<file path="src/rtl/mem_arb_pkg.sv">
// Shared types and constants for the two-port burst memory arbiter.
// State encodings, default geometry and one-hot grant values.
package mem_arb_pkg;

  localparam int ADDR_W_DEF    = 16;
  localparam int DATA_W_DEF    = 8;
  localparam int BURST_LEN_DEF = 4;
  localparam int BEAT_W        = $clog2(BURST_LEN_DEF);

  typedef enum logic [2:0] {
    S_IDLE       = 3'd0,
    S_ISSUE      = 3'd1,
    S_WAIT_BUSY  = 3'd2,
    S_WAIT_READY = 3'd3,
    S_XFER       = 3'd4,
    S_DONE       = 3'd5
  } state_e;

  localparam logic [1:0] GNT_NONE = 2'b00;
  localparam logic [1:0] GNT_P0   = 2'b01;
  localparam logic [1:0] GNT_P1   = 2'b10;

endpackage

</file>
<file path="src/rtl/rr_arbiter2.sv">
// Two-way round-robin arbiter: on a tie the port that did not
// own the bus last wins. Purely combinational.
module rr_arbiter2
  import mem_arb_pkg::*;
(
  input  logic [1:0] req,
  input  logic       last,
  output logic [1:0] gnt
);

  always_comb begin
    gnt = GNT_NONE;
    if (req == 2'b11) begin
      gnt = last ? GNT_P0 : GNT_P1;
    end else begin
      gnt = req;
    end
  end

endmodule

</file>
<file path="src/rtl/mem_arbiter_2p.sv">
// Two-requester burst arbiter for a single 8-bit memory port.
// Optional macro ARB_TIMEOUT_EN adds err and a bounded memory wait.
module mem_arbiter_2p
  import mem_arb_pkg::*;
#(
  parameter int ADDR_W    = ADDR_W_DEF,
  parameter int DATA_W    = DATA_W_DEF,
  parameter int BURST_LEN = BURST_LEN_DEF,
  parameter int TIMEOUT   = 64
) (
  input  logic              clock,
  input  logic              reset_n,
  input  logic [ADDR_W-1:0] p0_addr,
  input  logic              p0_rd,
  input  logic              p0_wr,
  input  logic [DATA_W-1:0] p0_wdata,
  output logic [DATA_W-1:0] p0_rdata,
  output logic              p0_beat,
  output logic              p0_done,
  output logic              p0_stall,
  input  logic [ADDR_W-1:0] p1_addr,
  input  logic              p1_rd,
  input  logic              p1_wr,
  input  logic [DATA_W-1:0] p1_wdata,
  output logic [DATA_W-1:0] p1_rdata,
  output logic              p1_beat,
  output logic              p1_done,
  output logic              p1_stall,
  output logic [1:0]        grant,
  output logic [ADDR_W-1:0] addr_mem,
  output logic              rd_mem,
  output logic              wr_mem,
  output logic [DATA_W-1:0] wdata_mem,
  input  logic [DATA_W-1:0] rdata_mem,
`ifdef ARB_TIMEOUT_EN
  output logic              err,
`endif
  input  logic              ready_mem
);

  localparam int BW = $clog2(BURST_LEN);
  localparam int HW = ADDR_W - BW;

  state_e            state_q, state_d;
  logic [1:0]        grant_q, grant_d;
  logic              wr_op_q, wr_op_d;
  logic              rd_q, rd_d;
  logic              wr_q, wr_d;
  logic [HW-1:0]     base_q, base_d;
  logic [BW-1:0]     cnt_q, cnt_d;
  logic              last_q, last_d;
  logic [1:0]        rbeat_q, rbeat_d;
  logic [DATA_W-1:0] rdata0_q, rdata0_d;
  logic [DATA_W-1:0] rdata1_q, rdata1_d;

  logic [1:0]        req;
  logic [1:0]        arb_gnt;
  logic              xfer;
  logic              wbeat;
  logic              fin;
  logic              tmo;
  logic              unused_addr;

`ifdef ARB_TIMEOUT_EN
  localparam int TW = $clog2(TIMEOUT + 1) + 1;
  logic [TW-1:0]     tmo_cnt_q, tmo_cnt_d;
  logic              wait_st;
`endif

  assign req = {p1_rd | p1_wr, p0_rd | p0_wr};

  rr_arbiter2 u_arb (
    .req  (req),
    .last (last_q),
    .gnt  (arb_gnt)
  );

  // Write-back wins over fill on the same port; the fill re-arbitrates.
  always_comb begin
    state_d = state_q;
    grant_d = grant_q;
    wr_op_d = wr_op_q;
    rd_d    = rd_q;
    wr_d    = wr_q;
    base_d  = base_q;
    cnt_d   = cnt_q;
    last_d  = last_q;
    tmo     = 1'b0;
    unique case (state_q)
      S_IDLE: begin
        if (|arb_gnt) begin
          grant_d = arb_gnt;
          wr_op_d = arb_gnt[1] ? p1_wr : p0_wr;
          rd_d    = ~wr_op_d;
          wr_d    = wr_op_d;
          base_d  = arb_gnt[1] ? p1_addr[ADDR_W-1:BW]
                               : p0_addr[ADDR_W-1:BW];
          cnt_d   = '0;
          state_d = S_ISSUE;
        end
      end
      S_ISSUE: begin
        if (!ready_mem) begin
          rd_d    = 1'b0;
          wr_d    = 1'b0;
          state_d = S_WAIT_BUSY;
        end
      end
      S_WAIT_BUSY: begin
        state_d = ready_mem ? S_XFER : S_WAIT_READY;
      end
      S_WAIT_READY: begin
        if (ready_mem) state_d = S_XFER;
      end
      S_XFER: begin
        cnt_d = cnt_q + 1'b1;
        if (cnt_q == BW'(BURST_LEN - 1)) state_d = S_DONE;
      end
      S_DONE: begin
        grant_d = GNT_NONE;
        last_d  = grant_q[1];
        state_d = S_IDLE;
      end
      default: state_d = S_IDLE;
    endcase
`ifdef ARB_TIMEOUT_EN
    wait_st = (state_q == S_ISSUE) || (state_q == S_WAIT_BUSY)
           || (state_q == S_WAIT_READY);
    tmo       = wait_st && (tmo_cnt_q == TW'(TIMEOUT));
    tmo_cnt_d = wait_st ? tmo_cnt_q + 1'b1 : '0;
    if (tmo) begin
      state_d   = S_IDLE;
      grant_d   = GNT_NONE;
      rd_d      = 1'b0;
      wr_d      = 1'b0;
      last_d    = grant_q[1];
      tmo_cnt_d = '0;
    end
`endif
  end

  // Read data is registered, so the read strobe trails by one cycle.
  always_comb begin
    xfer     = (state_q == S_XFER);
    wbeat    = xfer & wr_op_q;
    rbeat_d  = (xfer & ~wr_op_q) ? grant_q : GNT_NONE;
    rdata0_d = rbeat_d[0] ? rdata_mem : '0;
    rdata1_d = rbeat_d[1] ? rdata_mem : '0;
    fin      = (state_q == S_DONE) | tmo;
  end

  always_ff @(posedge clock or negedge reset_n) begin
    if (!reset_n) begin
      state_q  <= S_IDLE;
      grant_q  <= GNT_NONE;
      wr_op_q  <= 1'b0;
      rd_q     <= 1'b0;
      wr_q     <= 1'b0;
      base_q   <= '0;
      cnt_q    <= '0;
      last_q   <= 1'b1;
      rbeat_q  <= 2'b00;
      rdata0_q <= '0;
      rdata1_q <= '0;
    end else begin
      state_q  <= state_d;
      grant_q  <= grant_d;
      wr_op_q  <= wr_op_d;
      rd_q     <= rd_d;
      wr_q     <= wr_d;
      base_q   <= base_d;
      cnt_q    <= cnt_d;
      last_q   <= last_d;
      rbeat_q  <= rbeat_d;
      rdata0_q <= rdata0_d;
      rdata1_q <= rdata1_d;
    end
  end

`ifdef ARB_TIMEOUT_EN
  always_ff @(posedge clock or negedge reset_n) begin
    if (!reset_n) tmo_cnt_q <= '0;
    else          tmo_cnt_q <= tmo_cnt_d;
  end

  assign err = tmo;
`endif

  assign grant     = grant_q;
  assign rd_mem    = rd_q;
  assign wr_mem    = wr_q;
  assign addr_mem  = {base_q, xfer ? cnt_q : {BW{1'b0}}};
  assign wdata_mem = wbeat ? (grant_q[1] ? p1_wdata : p0_wdata) : '0;
  assign p0_beat   = (wbeat & grant_q[0]) | rbeat_q[0];
  assign p1_beat   = (wbeat & grant_q[1]) | rbeat_q[1];
  assign p0_rdata  = rdata0_q;
  assign p1_rdata  = rdata1_q;
  assign p0_done   = fin & grant_q[0];
  assign p1_done   = fin & grant_q[1];
  assign p0_stall  = req[0] & ~p0_done;
  assign p1_stall  = req[1] & ~p1_done;

  assign unused_addr = ^{p0_addr[BW-1:0], p1_addr[BW-1:0]};

endmodule

</file>
<file path="config.mk">
export PLATFORM = sky130hd
export DESIGN_NAME = mem_arbiter_2p
export DESIGN_NICKNAME = d
export VERILOG_FILES = /design/src/rtl/mem_arb_pkg.sv /design/src/rtl/rr_arbiter2.sv /design/src/rtl/mem_arbiter_2p.sv
export SDC_FILE = /design/constraint.sdc
export NUM_CORES = 1
export LEC_CHECK = 0
export CORE_UTILIZATION = 50
export CTS_CLUSTER_DIAMETER = 60
export DETAILED_ROUTE_END_ITERATION = 16
export DONT_BUFFER_PORTS = 1
export SYNTH_ARGS = -nofsm -noshare
export SYNTH_HDL_FRONTEND = slang
export SYNTH_SLANG_ARGS = --single-unit
</file>
<file path="constraint.sdc">
create_clock -name clock -period 4.9 [get_ports clock]
set_clock_uncertainty 0.15 [all_clocks]
set_input_delay 1.47 -clock clock [delete_from_list [all_inputs] [get_ports clock]]
set_output_delay 1.47 -clock clock [all_outputs]
set_load 0.02 [all_outputs]
</file>
==> out/qor.csv, run 1 <==
metric,value,unit
worst-skew pair later-pin latency,300,ps
final-stage net count,257,
Syn Inst Count,195,
clk sinks,43,
Area growth syn-to-layout,5.88,%
HP Class,reg -> reg,
Final Core Density,57.5,%
Final Setup Violations,0,
critical path type,in -> out,
crit share post-route,72.4,%
"commonest non-fill, non-tap cell in the layout",dfrtp_1,
Fmax,282,MHz
Remaining DRCs,0,
wire per inst,19.4,microns
Die ar.,0.00439,sq mm
register area,0.00108,sq mm
Filler Cell Count,337,
warnings from Yosys,0,
WP buf/inv,0,
Root Driver,clkbuf_8,
# resized after CTS,0,
Chip Height,66.2,microns
DPL Wire Length,3.40,mm
Synth Cell Area,0.00206,sq mm
Worst setup SP type,input port,
CP max stage delay,270,ps
final max-slew violation count,0,
total routed wirelength,4.69,mm
via count,1483,
setup_tns,0,ps
Worst EP required,3280,ps
antenna violations before repair,0,
CP arrival,1930,ps
HP Start,cnt_q[1],
global-route usage over all layers,22.1,%
most frequent cells in the layout,"dfrtp_1, o21ai_0, and2_1",
placer congestion estimate,0.823,
LEAKAGE,0.963,nW
hold buffers post-CTS,0,
Site Rows,22,
min cycle time layout,3550,ps
PwrDens,608,mW/mm^2
synth unique cells,38,
Yosys reg bits,43,
Pre-antenna DRT Iters,4,
crit path cell chain,"nor2_1, nor2_1",
Multi-input gate area,925,sq um
global route overflow,0,
Iter 0 DRT Violations,77,
via/cell ratio,6.13,
crit end category,primary output,
Num CTS Buffers,5,
family with the most delay on the worst path,simple AND/OR/NAND/NOR gates,
Main synth FF type,dfrtp_1,
reg2reg start,state_q[2],
die span in x,66.2,microns
Worst Setup SP,p0_rd,
vias in the first global route,1388,
Core Area,0.00380,sq mm
Worst Tran Pin Value,706,ps
final hold vios,0,
crit path max fanout,6,
CTS tree,yes,
IO Count,113,
Final ANT Viol Nets,0,
Max-Cap Viols,0,
status,"complete, no violations",
share of layout cells above drive strength 1,9.79,%
# diodes,0,
Peak VDD IR,0.210,mV
RSZ-0062 raised after global routing,false,
post-synthesis sequential area ratio,52.2,%
Initial Util,54.3,%
asr flop ratio synth,100,%
max_slew headroom,52.9,%
"Avg Cell Area, Syn",10.6,sq um
Post-synth EDFFs,0,
clock slew at reported path FFs,80,ps
post-CTS setup buffers,0,
CP max-delay cell,nor2_1,
PortBufs,0,
"Net Count, Synth",259,
first-pass GRT wire length,6.89,mm
depth of the CTS H-tree,2,
largest net degree at the start of global routing,44,
maximum clock path buffer count,2,
Worst path most repeated cell,nor2_1,
flip-flops by register name (all words and copies together) (netlist names):
name and cells:
wr_op_q 1, state_q 3, grant 2, rbeat_q 2, p0_rdata 8, rd_mem 1, wr_mem 1, cnt_q 2
p1_rdata 8, base_q 14, last_q 1
cell usage after synthesis, types with 2 or more instances:
library cell,n,area (sq um)
a21oi_1,17,85.1
a31oi_1,14,87.6
a41o_1,2,20.0
and2_1,18,113
and3_1,2,12.5
buf_2,4,20.0
clkbuf_1,6,22.5
dfrtp_1,42,1050
inv_1,2,7.51
mux2_2,2,22.5
mux2i_1,11,110
nand2_1,2,7.51
nand3b_1,14,105
nor2_1,15,56.3
nor3_1,2,10.0
nor3b_4,2,37.5
o21ai_0,19,95.1
power by group:
group	total, mW	switching, mW	internal [mW]
combinational	0.406	0.227	0.179
clock	0.231	0.129	0.102
sequential	0.691	0.226	0.464
total	1.33	0.583	0.745
routing by layer:
layer	global-route usage [%]	up-vias	wire length, microns
li1	-	704	-
met2	36.7	86	2320
met4	6.38	0	53
met3	10.3	6	538
met5	0	-	0
met1	25.4	687	1780
through the flow:
stage	hold WS, ps	cells	power, mW	setup WS [ps]	instance area [sq um]
after global routing	429	242	1.42	1230	2180
after CTS	390	242	1.33	1330	2180
after detailed placement	371	234	1.11	1330	2090
after floorplan	334	195	1.01	1110	2060
final	383	242	1.33	1350	2180
after global placement	343	234	1.08	1340	2090
layout make-up:
cell class                      instances  area share (%)
Timing Repair Buffer                    3            1.03
Clock inverter                          3            1.09
Inverter                                2           0.344
Clock buffer                            5            3.15
Sequential cell                        43            49.3
Tap cell                               48            2.75
Multi-Input combinational cell        138            42.3
cells by family after synthesis:
| family | share of synthesized area, % |
|---|---|
| compound gates | 17.5 |
| fa+ha+maj | 0.606 |
| buf+inv | 2.97 |
| flops | 52.2 |
| mux | 6.43 |
| simple gates | 20.3 |
worst paths after layout:
check / slack, ps / to / cells after the start
max: 1350 / p0_stall / 2
min: 380 / cnt_q[1] / 1
max reg2reg: 2810 / rd_mem / 3
min reg2reg: 380 / cnt_q[1] / 1
max in group asynchronous: 3710 / last_q / 0
min in group asynchronous: 700 / base_q[6] / 0
Power figures use the tool's default switching activity.
==> inputs of run 2 (changes only) <==
Clock period 4.9 ns to 3.4 ns, I/O delays scaled along.
==> out/qor.csv, run 2 (synthesized netlist as in run 1, its figures left out) <==
metric,value,unit,change
status,"complete, no violations",,
Iter 0 DRT Violations,105,,+36%
Final Setup Violations,0,,unchanged
Fmax,349,MHz,
crit end category,primary output,,
CP arrival,1700,ps,-230 ps
IO Count,113,,unchanged
die span in x,66.2,microns,unchanged
worst-skew pair later-pin latency,290,ps,about the same
CTS tree,yes,,
Die ar.,0.00439,sq mm,unchanged
crit path max fanout,8,,+2
Chip Height,66.2,microns,unchanged
most frequent cells in the layout,"dfrtp_1, o21ai_0, and2_1",,
placer congestion estimate,0.841,,+2.1%
Worst EP required,2230,ps,-1050 ps
PortBufs,0,,unchanged
Peak VDD IR,0.330,mV,+57%
DPL Wire Length,3.51,mm,+3.1%
final max-slew violation count,0,,unchanged
antenna violations before repair,0,,unchanged
final-stage net count,261,,+1.6%
"reg-to-reg slack, setup",1360,ps,-1450 ps
via count,1542,,+4.0%
Worst R2R Path Depth,4,,+1
Area growth syn-to-layout,7.46,%,
total routed wirelength,4.86,mm,+3.6%
Final ANT Viol Nets,0,,unchanged
Final WS setup,532,ps,-818 ps
# diodes,0,,unchanged
Critical Path End,wdata_mem[0],,
Max-Cap Viols,0,,unchanged
# resized after CTS,0,,unchanged
critical path type,reg -> out,,
Initial Util,54.3,%,unchanged
Worst Setup SP,state_q[0],,
max reg flops,14,,unchanged
depth of the CTS H-tree,2,,unchanged
Site Rows,22,,unchanged
setup_tns,0,ps,unchanged
via/cell ratio,6.27,,+2.3%
Remaining DRCs,0,,unchanged
maximum clock path buffer count,2,,unchanged
wire per inst,19.7,microns,+1.9%
clk sinks,43,,unchanged
global route overflow,0,,unchanged
dpl ws,691,ps,-643 ps
clock slew at reported path FFs,90,ps,about the same
post-CTS setup buffers,0,,unchanged
hold buffers post-CTS,0,,unchanged
Core Area,0.00380,sq mm,unchanged
vias in the first global route,1492,,+7.5%
final hold vios,0,,unchanged
Critical R2R Capture,rd_mem,,
Worst Tran Pin Value,570,ps,-136 ps
RSZ-0062 raised after global routing,false,,
share of layout cells above drive strength 1,11.6,%,+1.8 points
largest net degree at the start of global routing,44,,unchanged
crit share post-route,84.4,%,
first-pass GRT wire length,7.13,mm,+3.4%
PwrDens,881,mW/mm^2,+45%
HP Class,in -> async,,
"commonest non-fill, non-tap cell in the layout",dfrtp_1,,
max_slew headroom,62.0,%,+9.1 points
Worst setup SP type,flop,,
LEAKAGE,0.991,nW,+2.9%
Num CTS Buffers,5,,unchanged
reg2reg start,state_q[2],,
Root Driver,clkbuf_8,,
Pwr Total,1.95,mW,+47%
Pre-antenna DRT Iters,4,,unchanged
global-route usage over all layers,22.6,%,+0.48 points
min cycle time layout,2870,ps,
largest reg by FF count,base_q,,
## run 2: report_power, final
group | total [mW] | internal [mW] | switching [mW]
Clock | 0.340 | 0.151 | 0.189
Sequential | 0.940 | 0.670 | 0.270
Combinational | 0.673 | 0.281 | 0.392
## run 2: layout make-up
| type | instances | area, sq um |
|---|---|---|
| Clock buffer | 5 | 68.8 |
| Clock inverter | 3 | 26.3 |
| Fill cell | 336 | 1580 |
| Inverter | 2 | 7.51 |
| Multi-Input combinational cell | 138 | 925 |
| Sequential cell | 43 | 1080 |
| Tap cell | 48 | 60.1 |
| Timing Repair Buffer | 7 | 52.6 |
## run 2: how the worst min path moves through the flow
stage          depth (start not counted)         end      from
2_1_floorplan                          1    cnt_q[1]  cnt_q[1]
3_3_place_gp                           1    cnt_q[1]  cnt_q[1]
3_5_place_dp                           1    cnt_q[0]  cnt_q[0]
4_1_cts                                0  base_q[13]   reset_n
5_1_grt                                0    grant[1]   reset_n
6_report                               0   base_q[8]   reset_n
## run 2: per-layer routing
| metal | vias to the layer above | routed length [microns] | global-route usage [%] |
|---|---|---|---|
| li1 | 710 | - | - |
| met1 | 723 | 1760 | 25.3 |
| met2 | 104 | 2500 | 38.6 |
| met3 | 5 | 563 | 9.83 |
| met4 | 0 | 42 | 6.91 |
| met5 | - | 0 | 0 |
## run 2: critical path: stages, from the launching register on
cell,delay [ps]
dfrtp_1,480
nor2_1,130
buf_4,160
nand3_1,240
nor2_1,400
## run 2: per-stage QoR
stage               hold WS (ps)  utilization, %  instance area (sq um)  std cells
floorplan                    334               -                   2060        195
global placement             343            55.9                   2120        238
detailed placement           373            55.9                   2120        238
CTS                          252            58.4                   2220        246
global route                 239            58.4                   2220        246
finish                       255            58.4                   2220        246
==> inputs of run 3 (changes only) <==
Clock period 3.4 ns to 3 ns, I/O delays scaled along.
==> out/qor.csv, run 3 (synthesized netlist as in run 1, its figures left out) <==
metric,value,unit,change
wire per inst,19.6,microns,-0.62%
final hold vios,0,,unchanged
combinational share of power,33.0,%,-1.4 points
Worst R2R Path Depth,4,,unchanged
placer congestion estimate,0.814,,-3.2%
Root Driver,clkbuf_8,,
CTS tree,yes,,
Clk network pwr share,17.4,%,about the same
internal power,1.25,mW,+13%
dpl ws,545,ps,-146 ps
DPL Wire Length,3.51,mm,about the same
PwrDens,997,mW/mm^2,+13%
switch share,43.5,%,-0.082 points
reg2reg start,state_q[2],,
Flop pwr share,49.6,%,+1.5 points
largest reg by FF count,base_q,,
P_sw,961,uW,+13%
die span in x,66.2,microns,unchanged
Area growth syn-to-layout,7.46,%,unchanged
IO Count,113,,unchanged
depth of the CTS H-tree,2,,unchanged
CP max-delay cell,dfrtp_1,,
Final Core Density,58.4,%,unchanged
"reg-to-reg slack, setup",940,ps,-420 ps
Worst Setup SP,state_q[1],,
"commonest non-fill, non-tap cell in the layout",dfrtp_1,,
Die ar.,0.00439,sq mm,unchanged
setup_tns,0,ps,unchanged
Critical R2R Capture,rd_mem,,
Num CTS Buffers,5,,unchanged
post-CTS setup buffers,0,,unchanged
crit share post-route,92.1,%,
hold_ws,133,ps,-122 ps
crit path cell chain,"and3b_1, and2_1, nor2_1, buf_4",,
placed standard-cell area,0.00212,sq mm,unchanged
clock slew at reported path FFs,90,ps,about the same
min cycle time layout,2760,ps,
PortBufs,0,,unchanged
hold buffers post-CTS,0,,unchanged
Fmax,362,MHz,
Pre-antenna DRT Iters,4,,unchanged
Filler Cell Count,335,,-0.30%
Max-Cap Viols,0,,unchanged
worst-skew pair later-pin latency,300,ps,about the same
LEAKAGE,0.991,nW,unchanged
# diodes,0,,unchanged
global route overflow,0,,unchanged
family with the most delay on the worst path,simple AND/OR/NAND/NOR gates,,
crit path max fanout,10,,+2
final-stage net count,261,,unchanged
Final Setup Violations,0,,unchanged
crit end category,primary output,,
Initial Util,54.3,%,unchanged
Worst setup SP type,flop,,
max reg flops,14,,unchanged
Core Area,0.00380,sq mm,unchanged
Final WS setup,237,ps,-296 ps
global-route usage over all layers,22.2,%,-0.37 points
WP buf/inv,1,,unchanged
clk sinks,43,,unchanged
share of layout cells above drive strength 1,11.6,%,unchanged
antenna violations before repair,0,,unchanged
Iter 0 DRT Violations,90,,-14%
total routed wirelength,4.83,mm,-0.62%
Worst EP required,1950,ps,-280 ps
via/cell ratio,6.30,,+0.45%
maximum clock path buffer count,2,,unchanged
HP Class,in -> async,,
CP arrival,1710,ps,about the same
Chip Height,66.2,microns,unchanged
max_slew headroom,61.5,%,-0.53 points
largest net degree at the start of global routing,44,,unchanged
# resized after CTS,0,,unchanged
Pwr Total,2.21,mW,+13%
Worst Tran Pin Value,578,ps,+8.01 ps
first-pass GRT wire length,7.02,mm,-1.4%
vias in the first global route,1496,,+0.27%
Critical Path End,p1_stall,,
most frequent cells in the layout,"dfrtp_1, o21ai_0, and2_1",,
Peak VDD IR,0.396,mV,+20%
Final ANT Viol Nets,0,,unchanged
final max-slew violation count,0,,unchanged
status,"complete, no violations",,
placed cell count,238,,unchanged
Site Rows,22,,unchanged
WP depth,4,,unchanged
critical path type,reg -> out,,
Remaining DRCs,0,,unchanged
CP max stage delay,480,ps,about the same
via count,1549,,+0.45%
design area,0.00222,sq mm,unchanged
Layout Cells excl Fill,246,,unchanged
RSZ-0062 raised after global routing,false,,
run 3: cell counts in the layout (fill, tap and decap cells not counted):
No cell type changed its count.
run 3: worst register-to-register path, delay by kind of cell, from the launching register on:
kind | cells | cell delay [ps]
DFF | 1 | 380
buffers and inverters | 1 | 180
AOI/OAI and AO/OA | 1 | 410
and+or+nand+nor | 1 | 420
muxes | 1 | 390
run 3: area by class of cell:
class,instances,area (sq um),share of cell area [%]
Sequential cell,43,1080,48.6
Timing Repair Buffer,7,52.6,2.37
Tap cell,48,60.1,2.71
Multi-Input combinational cell,138,925,41.7
Clock buffer,5,68.8,3.10
Clock inverter,3,26.3,1.19
Inverter,2,7.51,0.339
run 3: power by group through the flow:
stage	logic, mW	registers, mW	clock network, mW
after global placement	0.691	1.10	0
after detailed placement	0.733	1.11	0
after global routing	0.815	1.13	0.416
after CTS	0.735	1.10	0.391
after floorplan	0.600	1.04	0
final	0.729	1.10	0.385
run 3: how the worst min path moves through the flow:
stage          slack, ps  startpoint          to  cells after the start
2_1_floorplan        330    cnt_q[1]    cnt_q[1]                      1
3_3_place_gp         340    cnt_q[1]    cnt_q[1]                      1
3_5_place_dp         380    cnt_q[0]    cnt_q[0]                      1
4_1_cts              130     reset_n  state_q[0]                      0
5_1_grt              120     reset_n  state_q[1]                      0
6_report             130     reset_n  state_q[0]                      0
run 3: routing by layer:
layer  global-route usage, %  part of all wire [%]
met1                    24.2                    37
met2                    38.5                    51
met3                    9.48                    11
met4                    7.45                   1.1
met5                       0                     0
